<file path="config.mk">
export PLATFORM = sky130hd
export DESIGN_NAME = branch_redirect_unit
export DESIGN_NICKNAME = d
export VERILOG_FILES = /design/src/rtl/branch_redirect_unit.sv
export SDC_FILE = /design/constraint.sdc
export NUM_CORES = 1
export LEC_CHECK = 0
export CORE_MARGIN = 10
export CORE_UTILIZATION = 31
export CTS_CLUSTER_DIAMETER = 100
export DETAILED_ROUTE_END_ITERATION = 7
export SYNTH_ARGS = -nofsm -noshare
export SYNTH_HDL_FRONTEND = slang
export SYNTH_SLANG_ARGS = --single-unit
</file>
<file path="constraint.sdc">
create_clock -name clk -period 3.6 [get_ports clk]
set_clock_uncertainty 0.15 [all_clocks]
set_input_delay 0.72 -clock clk [delete_from_list [all_inputs] [get_ports clk]]
set_output_delay 0.72 -clock clk [all_outputs]
set_load 0.02 [all_outputs]
</file>
<file path="src/rtl/branch_redirect_unit.sv">
// Purpose: checks each resolved control-flow instruction against the next PC
//          fetch predicted, and on a mispredict raises a one-cycle flush plus
//          a held redirect to fetch; the oldest overlapping mispredict wins.
// Latency: mispredict presented in cycle N -> flush/redirect_valid in cycle N+1.
// Backpressure: redirect_valid/redirect_pc hold until redirect_ready; an older
//          mispredict may replace the pending redirect at any time.
//
// Ports:
//   clk, rst               clock, asynchronous active-high reset
//   res_*                  resolved branch/jal/jalr from execute
//   rob_head_id            tag of the oldest in-flight instruction (age base)
//   redirect_valid/_pc     corrected fetch PC request, handshaked by redirect_ready
//   flush, flush_rob_id    one-cycle squash pulse and tag of the mispredicted insn
//   br_count               saturating count of resolved conditional branches
//   mispred_count          saturating count of captured mispredicts
module branch_redirect_unit #(
  parameter int ADDR_WIDTH   = 32,
  parameter int ROB_ID_WIDTH = 4,
  parameter int CNT_WIDTH    = 16
) (
  input  logic                    clk,
  input  logic                    rst,
  input  logic                    res_valid,
  input  logic [ROB_ID_WIDTH-1:0] res_rob_id,
  input  logic [ADDR_WIDTH-1:0]   res_pc,
  input  logic                    res_is_cond,
  input  logic [ADDR_WIDTH-1:0]   res_pred_npc,
  input  logic                    res_actual_taken,
  input  logic [ADDR_WIDTH-1:0]   res_target,
  input  logic [ROB_ID_WIDTH-1:0] rob_head_id,
  output logic                    redirect_valid,
  output logic [ADDR_WIDTH-1:0]   redirect_pc,
  input  logic                    redirect_ready,
  output logic                    flush,
  output logic [ROB_ID_WIDTH-1:0] flush_rob_id,
  output logic [CNT_WIDTH-1:0]    br_count,
  output logic [CNT_WIDTH-1:0]    mispred_count
);

  typedef enum logic {IDLE, PEND} state_t;

  state_t                  state;
  state_t                  state_nxt;
  logic [ADDR_WIDTH-1:0]   actual_npc;
  logic                    mispred;
  logic [ROB_ID_WIDTH-1:0] res_age;
  logic [ROB_ID_WIDTH-1:0] held_age;
  logic                    older;
  logic                    capture;

  // Fall-through add wraps naturally at the top of the address space.
  assign actual_npc = res_actual_taken ? res_target : res_pc + ADDR_WIDTH'(4);
  assign mispred    = res_valid && (actual_npc != res_pred_npc);

  // Ages are distances from the ROB head, so tag wrap-around orders correctly.
  // flush_rob_id doubles as the tag of the currently held redirect.
  assign res_age  = res_rob_id - rob_head_id;
  assign held_age = flush_rob_id - rob_head_id;
  assign older    = res_age < held_age;

  assign redirect_valid = (state == PEND);

  always_ff @(posedge clk or posedge rst) begin
    if (rst) begin
      state <= IDLE;
    end else begin
      state <= state_nxt;
    end
  end

  always_comb begin
    state_nxt = state;
    capture   = 1'b0;
    case (state)
      IDLE: begin
        if (mispred) begin
          capture   = 1'b1;
          state_nxt = PEND;
        end
      end
      PEND: begin
        // An older mispredict takes over even when fetch accepts the current
        // redirect this cycle: that handshake completes and the new one follows
        // with no idle gap.
        if (mispred && older) begin
          capture = 1'b1;
        end else if (redirect_ready) begin
          state_nxt = IDLE;
        end
      end
      default: state_nxt = IDLE;
    endcase
  end

  always_ff @(posedge clk or posedge rst) begin
    if (rst) begin
      flush         <= 1'b0;
      flush_rob_id  <= '0;
      redirect_pc   <= '0;
      br_count      <= '0;
      mispred_count <= '0;
    end else begin
      flush <= capture;
      if (capture) begin
        redirect_pc  <= actual_npc;
        flush_rob_id <= res_rob_id;
      end
      if (res_valid && res_is_cond && (br_count != '1)) begin
        br_count <= br_count + CNT_WIDTH'(1);
      end
      if (capture && (mispred_count != '1)) begin
        mispred_count <= mispred_count + CNT_WIDTH'(1);
      end
    end
  end

endmodule

</file>
* Word level (Yosys, flattened, before mapping)
Index checks and enable logic that the tools add are counted.
** Word-level totals
- Flip-flop bits (word level) :: 70
- Output and inout bits :: 70
- Bits of input ports :: 110
** Cells by class
- Bitwise logic cells :: 1
- Eq/ne operators :: 3
- Magnitude comparators :: 1
- Muxes and demuxes :: 7
- Add/subtract/negate cells :: 5
- Reduce and logical (&&, ||, !) cells :: 5
** Operators with widths (number)
- adder 16 x 1 -> 16 bit, second input constant :: 2
- adder 32 x 3 -> 32 bit, second input constant :: 1
- two-way mux 32 bit :: 1
- != test 16 bit, second input constant :: 2
- != test 32 bit :: 1
- subtractor 4 bit :: 2
- logical AND 1 bit :: 5
- less-than comparator 4 bit :: 1
- two-way mux 1 bit :: 4
- case mux 1 bit (2 select lines) :: 2
- inverter 1 bit :: 1

* Longest topological paths before layout
Gate-level depths: netlist (run 1).
- Depth in word-level cells :: 8
- Mapped depth :: 15
- Depth with buffers taken out :: 14

* Worst setup path before layout (run 1)
Ideal clock, no wire load.
- Kind :: in2reg
- From :: input res_pc[16]
- To :: register redirect_pc[11]
- Cell stages on the path :: 13
- Buffers on the path :: 4
- Slack :: -0.352 ns
- Data arrival time :: 3.674 ns
- Cells stage by stage :: buf_2 > nand4_2 > or4_1 > buf_2 > nor3_1 > xor2_1 > a2111o_1 > a2111oi_0 > and4_1 > nand2b_2 > buf_6 > buf_8 > mux2_1
** Between the ends
- Longest elaborated chain between the ends :: 7
** RTL lines
- from (decl) :: RTL line 25 : input logic [ADDR_WIDTH-1:0] res_pc,
- adder 32 x 3 -> 32 bit (*) :: RTL line 52 : assign actual_npc = res_actual_taken ? res_target : res_pc + ADDR_WIDTH'(4);
- two-way mux 32 bit (*) :: RTL line 52
- != test 32 bit (*) :: RTL line 53 : assign mispred = res_valid && (actual_npc != res_pred_npc);
- logical AND 1 bit (*) :: RTL line 53
- logical AND 1 bit :: RTL line 85 : if (mispred && older) begin
- two-way mux 1 bit :: RTL line 85
- case mux 1 bit (2 select lines) (*) :: RTL line 74 : case (state)
- to (signal assigned) :: RTL line 105 : redirect_pc <= actual_npc;
- to (decl) :: RTL line 32 : output logic [ADDR_WIDTH-1:0] redirect_pc,
Every way passes the cells marked *; elsewhere a longest branch is shown, timed or not.
A chain may end at the register's enable or synchronous reset.

* Final worst setup path (run 1)
- From :: input res_pred_npc[16]
- To :: register redirect_pc[26]
** Between the ends
- Longest elaborated chain between the ends :: 5
** RTL lines
- from (decl) :: RTL line 27 : input logic [ADDR_WIDTH-1:0] res_pred_npc,
- != test 32 bit (*) :: RTL line 53
- logical AND 1 bit (*) :: RTL line 53
- logical AND 1 bit :: RTL line 85
- two-way mux 1 bit :: RTL line 85
- case mux 1 bit (2 select lines) (*) :: RTL line 74
Marks and branches as above.

==> results_dict.tcl, run 1 <==
set metrics [dict create \
    synth_top_area_share_pct 31.9 \
    hold_path.class "reg -> reg" \
    dieArea_um2 23400 \
    antenna_cells 0 \
    floorplan.rows 48 \
    crit_required_ps 3670 \
    rsz0062_at_grt "yes" \
    outcome "finished, final reports clean" \
    synth_edf_count 0 \
    num_vias 5876 \
    numCtsBuffers 9 \
    grt_start_max_net_pins 31 \
    dr.pass1.iters 5 \
    wire_per_inst_um 17.6 \
    crit_fanout 7 \
    grt_pass1_vias 6088 \
    drc 0 \
    reg2reg_to "mispred_count[15]" \
    synth_seq_area_share_pct 31.9 \
    dp_hpwl_um 17400 \
    cts_hold_buf 0 \
    root_buffer "clkbuf_16" \
    antenna_left 0 \
    tns_ps 0 \
    finalSetupViolations 0 \
    cp_num_cells 11 \
    htreeDepth 3 \
    critPathLaunchType "primary input" \
    ios 180 \
    ctsLongestPathBuffers 2 \
    drive_above_1_share_pct 31.2 \
    yosysTopAreaCell "dfrtp_1" \
    post_synth.cell_area_avg_um2 8.80 \
    nets 1081 \
    cpLargestDelayFamily "simple AND/OR/NAND/NOR gates" \
    path_cells "clkdlybuf4s50_1 -> inv_1 -> a211oi_1 -> o221ai_1 -> nor4_2 -> nand4_1 -> a2111oi_4 -> and4_4 -> nand2b_4 -> buf_12 -> mux2_2" \
    crit_path_max_incr_delay_ps 520 \
    reg2reg_depth 13 \
    io_buffers 179 \
    start_util_pct 31.6 \
    ys_types 69 \
    crit_path_end_kind "flop" \
    antenna_found_initial 0 \
    power.density_nw_per_um2 524 \
    fmax_mhz 284 \
    synth-main-ff-cell "dfrtp_1" \
    r2r_slack_ps 530 \
    grt_pass1_wl_um 32200 \
    overflow 0 \
    cp-startpoint "res_pred_npc[16]" \
    clk_pin_slew_ps 60 \
    grt_usage_pct 17.0 \
    cap_viol_max_count 0 \
    die_w_um 153 \
    globalplace.congestion 0.923 \
    synthesis.nets 748 \
    insertion_delay_ps 340 \
    crit_arrival_ps 3590 \
    coreArea_um2 17400 \
    netlist_instances 624 \
    setup_slack_ps 79.0 \
    critPathSlowestCell "clkdlybuf4s50_1" \
    period_minus_slack_ps 3520 \
    cts_sinks 70 \
    area_delta_synth_final_pct 71.6 \
    worst_pin_slew_ps 675 \
    drv_slew 0 \
    tritoncts "yes" \
    ys_seq_elements 70 \
    wl_um 20900 \
    cp.buffers_inverters 3 \
    via_per_inst 4.95 \
    endpoint "redirect_pc[26]" \
    syn_area_um2 5490 \
    leakagePower_nw 4.18 \
    period_share_pct 97.8 \
    drtIter0Drc 317 \
    r2r_start "flush_rob_id[0]" \
    ys_warn_count 0 \
    netlist_top_cells_area "dfrtp_1 (32%), xor2_1 (7.7%), xnor2_1 (6.9%)" \
    dieHeight_um 153 \
    vdd_drop_max_uv 416 \
    async_flop_share_pct 100 \
    max_slew_margin_pct 53.9 \
    pre_cts_ws_ps -897 \
    crit_type "in -> reg" \
    hold_violations 0 \
]
[state kept, by name, indices dropped and copies added, names as in the netlist]
register and flops:
br_count 16, flush 1, flush_rob_id 4, mispred_count 16, redirect_pc 32, redirect_valid 1
[cells in the final DEF, fill, tap and decap left out, types with 4 or more instances in the layout]
master / instances
nand4_1: 19
nor3_2: 4
clkinvlp_4: 4
a21oi_1: 7
mux2_4: 25
xor2_1: 47
and3_1: 8
nand2b_1: 7
buf_2: 5
inv_2: 5
buf_4: 169
nor2_1: 36
and4_1: 8
a21o_1: 7
dlymetal6s2s_1: 9
mux2i_1: 4
mux2_2: 5
nor4_1: 6
clkbuf_16: 11
clkdlybuf4s50_1: 143
nand3_1: 24
dfrtp_1: 70
nor4_2: 7
o21ai_0: 48
a31oi_1: 6
xnor2_1: 42
inv_1: 22
clkbuf_2: 16
nand2_1: 55
nor3_1: 22
nor2b_1: 4
ha_1: 11
buf_6: 7
[how the worst min path moves through the flow]
stage                startpoint               end  cells after the start
6_report           br_count[10]      br_count[10]                      1
5_1_grt         redirect_pc[20]   redirect_pc[20]                      2
4_1_cts        mispred_count[9]  mispred_count[9]                      1
3_5_place_dp   mispred_count[9]  mispred_count[9]                      1
3_3_place_gp   mispred_count[9]  mispred_count[9]                      1
2_1_floorplan  mispred_count[9]  mispred_count[9]                      1
[per-layer routing]
layer	share of wire (%)	routed length [um]	track usage (%)
met4	1.4	289	4.22
met2	48	10100	28.2
met1	44	9230	21.4
met3	6.4	1340	4.35
met5	0	0	0
[stage by stage]
step | cell area (um^2) | cells | hold slack (ps) | power [mW] | util [%]
global route | 9420 | 1187 | 380 | 5.21 | 54.3
global placement | 8690 | 1156 | 321 | 3.77 | 50.1
CTS | 9190 | 1179 | 338 | 4.80 | 53.0
floorplan | 5620 | 624 | 439 | 2.59 | -
detailed placement | 8690 | 1156 | 331 | 3.79 | 50.1
finish | 9420 | 1187 | 336 | 4.94 | 54.3
[what timing repair did]
action	in CTS	in global routing
gates cloned	1	2
buffers inserted	6	6
pin swaps	4	22
setup endpoints to repair	54	54
gates resized for setup	65	108
[cells in the mapped netlist, drive strengths merged (7+ instances only)]
| library cell | number |
|---|---|
| dfrtp | 70 |
| nand2 | 55 |
| o21ai | 50 |
| xor2 | 48 |
| xnor2 | 43 |
| nor2 | 36 |
| mux2 | 30 |
| nor3 | 28 |
| inv | 27 |
| nand3 | 27 |
| nand4 | 21 |
| buf | 19 |
| nor4 | 16 |
| clkbuf | 15 |
| ha | 12 |
| a21oi | 11 |
| and4 | 9 |
| and3 | 8 |
| nand2b | 8 |
| a21o | 7 |
[cell families (layout without fill, tap and decap cells)]
group | count (synthesis) | count (layout) | synth area share (%)
xor+xnor | 92 | 92 | 14.9
simple gates | 231 | 231 | 22.0
fa+ha+maj | 14 | 14 | 3.46
mux | 34 | 34 | 7.57
flops | 70 | 70 | 31.9
buf+inv | 61 | 399 | 5.26
compound gates | 122 | 122 | 14.8
[layout make-up]
class / count / area (um^2)
fillers: 1643 / 7940
multi-input cells: 493 / 3830
repair buffers: 356 / 3130
flip-flops and latches: 70 / 1750
well taps: 225 / 282
clock buffers: 9 / 225
inverters: 27 / 101
clock inverters: 7 / 98.8
[where the power goes]
group,switching (mW),internal (mW)
Sequential,0.239,1.08
Clock,0.341,0.607
Combinational,1.24,1.42
(Power assumes the default switching activity.)
==> run 2: changes to the inputs <==
--- a/config.mk
+++ b/config.mk
@@ -7,7 +7,7 @@
 export LEC_CHECK = 0
 export CORE_MARGIN = 10
 export CORE_UTILIZATION = 31
-export CTS_CLUSTER_DIAMETER = 100
+export CTS_CLUSTER_DIAMETER = 50
 export DETAILED_ROUTE_END_ITERATION = 7
 export SYNTH_ARGS = -nofsm -noshare
 export SYNTH_HDL_FRONTEND = slang
==> results of run 2 <==
Same layout as run 1: the final DEF is identical, and so are final timing and power.
==> run 3: changes to the inputs <==
--- a/config.mk
+++ b/config.mk
@@ -5,10 +5,12 @@
 export SDC_FILE = /design/constraint.sdc
 export NUM_CORES = 1
 export LEC_CHECK = 0
+export CAP_MARGIN = 20
 export CORE_MARGIN = 10
 export CORE_UTILIZATION = 31
 export CTS_CLUSTER_DIAMETER = 50
 export DETAILED_ROUTE_END_ITERATION = 7
+export REMOVE_ABC_BUFFERS = 1
 export SYNTH_ARGS = -nofsm -noshare
 export SYNTH_HDL_FRONTEND = slang
 export SYNTH_SLANG_ARGS = --single-unit
==> constraint.sdc (replaced) <==
create_clock -name clk -period 3.42 [get_ports clk]
set_clock_uncertainty 0.15 [all_clocks]
set_input_delay 0.684 -clock clk [delete_from_list [all_inputs] [get_ports clk]]
set_output_delay 0.684 -clock clk [all_outputs]
set_load 0.02 [all_outputs]
==> run 3 against run 2 <==
Against the previous run:
- the run now ends with negative setup slack left
- final cell count is 0.76% higher
- count of clock-buffer cells in the layout stayed put
- register-to-register slack worse by 320 ps
- combinational power is 18% higher
- power up 13%
- hold slack lost 4.1 ps
- design area grew 5.0%
- utilization increased by 2.7 points
- via count rose by 5.4%
==> results_dict.tcl, run 3 (same netlist as run 1, synthesis figures left out) <==
set metrics [dict create \
    layout_common_cells "buf_4 (156), clkdlybuf4s50_1 (148), dfrtp_1 (70), nand2_1 (55), xor2_1 (47)" \
    root_buffer "clkbuf_16" \
    crit_path_end_kind "flop" \
    grt_usage_pct 18.9 \
    crit_required_ps 3490 \
    fmax_mhz 271 \
    r2r_slack_ps 210 \
    wire_per_inst_um 19.3 \
    cts_sinks 70 \
    hold_path.class "reg -> reg" \
    pre_cts_ws_ps -1200 \
    final_common_cell "buf_4" \
    p_int_mw 3.45 \
    grt_pass1_vias 6352 \
    hold_path_depth 1 \
    period_minus_slack_ps 3690 \
    critPathLaunchType "primary input" \
    crit_type "in -> reg" \
    p_sw_mw 2.12 \
    vdd_drop_max_uv 336 \
    grt_pass1_wl_um 35700 \
    via_per_inst 5.18 \
    globalplace.congestion 0.919 \
    worst_pin_slew_ps 685 \
    r2r_start "flush_rob_id[0]" \
    wl_um 23100 \
    top_register "redirect_pc" \
    numCtsBuffers 9 \
    floorplan.rows 48 \
    drv_slew 0 \
    cp.buffers_inverters 4 \
    antenna_left 0 \
    antenna_found_initial 0 \
    reg2reg_depth 14 \
    pwr-share-comb_pct 56.4 \
    clk_pin_slew_ps 60 \
    tritoncts "yes" \
    setup_slack_ps -266 \
    num_vias 6192 \
    reg2reg_to "mispred_count[4]" \
    overflow 0 \
    holdPathEnd "br_count[13]" \
    cpLargestDelayFamily "simple AND/OR/NAND/NOR gates" \
    clkPwrFrac_pct 18.5 \
    antenna_cells 0 \
    area_delta_synth_final_pct 80.1 \
    die_w_um 153 \
    ios 180 \
    netSwitchingFraction_pct 38.1 \
    min_from "br_count[13]" \
    io_buffers 179 \
    grt_start_max_net_pins 31 \
    finalSetupViolations 54 \
    nets 1091 \
    htreeDepth 3 \
    outcome "finished, violations left" \
    drive_above_1_share_pct 33.8 \
    crit_path_max_incr_delay_ps 550 \
    cap_viol_max_count 0 \
    dieArea_um2 23400 \
    rsz0062_at_grt "yes" \
    crit_fanout 7 \
    reg_top3 "redirect_pc (32), br_count (16), mispred_count (16)" \
    path_cells "buf_6 -> nand4_1 -> or4_4 -> buf_6 -> nor3_4 -> xor2_1 -> a2111o_1 -> a2111oi_4 -> and4_4 -> nand2b_4 -> buf_12 -> buf_12 -> mux2_4" \
    dr.pass1.iters 7 \
    max_slew_margin_pct 54.3 \
    dieHeight_um 153 \
    insertion_delay_ps 340 \
    start_util_pct 31.6 \
    largest_reg_flops 32 \
    period_share_pct 108 \
    critPathSlowestCell "or4_4" \
    ctsLongestPathBuffers 2 \
    crit_arrival_ps 3750 \
    post-route-util_pct 57.0 \
    hold_violations 0 \
    violations "negative setup slack" \
    drtIter0Drc 439 \
    coreArea_um2 17400 \
    cp-startpoint "res_pc[22]" \
    seqPwrFrac_pct 25.1 \
    leakagePower_nw 4.31 \
    dp_hpwl_um 17200 \
    drc 0 \
    power.density_nw_per_um2 563 \
]
-- run 3: cell count changes in the layout (fill, tap and decap cells not counted), sizes merged, moves of 3 or more --
cell           previous run  this run
clkinvlp                  4         0
clkdlybuf4s50           143       148
dlymetal6s2s              9         4
clkinv                    1         4
clkbuf                   27        11
buf                     185       212
-- run 3: area by class of cell --
cell class	count	area (um^2)
repair buffers	366	3420
clock buffers	9	225
multi-input cells	493	4020
clock inverters	6	87.6
flip-flops and latches	70	1750
inverters	27	101
well taps	225	282
fillers	1540	7470
-- run 3: power by group through the flow --
stage | registers, mW | logic (mW) | clock network (mW)
2_1_floorplan | 1.72 | 0.836 | 0
3_3_place_gp | 1.40 | 2.46 | 0
3_5_place_dp | 1.40 | 2.49 | 0
4_1_cts | 1.40 | 3.27 | 1.04
5_1_grt | 1.45 | 3.34 | 1.08
6_report | 1.40 | 3.14 | 1.03
-- run 3: worst max-delay path by stage --
stage / depth (start not counted) / slack [ps] / end
floorplan: 10 / -1790 / flush_rob_id[1]
global placement: 12 / -1130 / redirect_pc[2]
detailed placement: 12 / -1200 / redirect_pc[2]
CTS: 14 / -270 / redirect_pc[14]
global route: 13 / -330 / flush_rob_id[3]
finish: 13 / -270 / flush_rob_id[3]
-- run 3: through the flow --
| step | instances | hold WS [ps] | instance area (um^2) | power [mW] | TNS (ps) |
|---|---|---|---|---|---|
| 2_1_floorplan | 590 | 439 | 5300 | 2.56 | -80870 |
| 3_3_place_gp | 1141 | 325 | 8510 | 3.86 | -53980 |
| 3_5_place_dp | 1141 | 330 | 8510 | 3.89 | -57730 |
| 4_1_cts | 1187 | 338 | 9640 | 5.71 | -8130 |
| 5_1_grt | 1196 | 369 | 9890 | 5.86 | -12350 |
| 6_report | 1196 | 332 | 9890 | 5.57 | -8830 |
-- run 3: layer usage --
metal / global-route usage, % / up-vias / part of all wire (%)
li1: - / 2948 / -
met2: 30.4 / 258 / 48
met3: 4.57 / 34 / 6.6
met5: 0 / - / 0
met4: 5.50 / 0 / 2.1
met1: 24.6 / 2952 / 44
-- run 3: repair_timing --
item,CTS,global route
cloned,6,0
endpoints found under the setup margin,54,54
buffers inserted,27,18
pin swaps,31,25
resized for setup,208,86
hold buffers,0,0
-- run 3: worst register-to-register path: stages (launching register included) --
cell and delay (ps):
dfrtp_1 410, inv_1 70, ha_1 130, inv_1 50, fa_1 470, inv_1 40
ha_1 280, a21o_1 170, a21o_1 190, a21oi_2 180, o21ai_4 90, buf_4 200
buf_6 180, nor3b_4 190, mux2_4 310
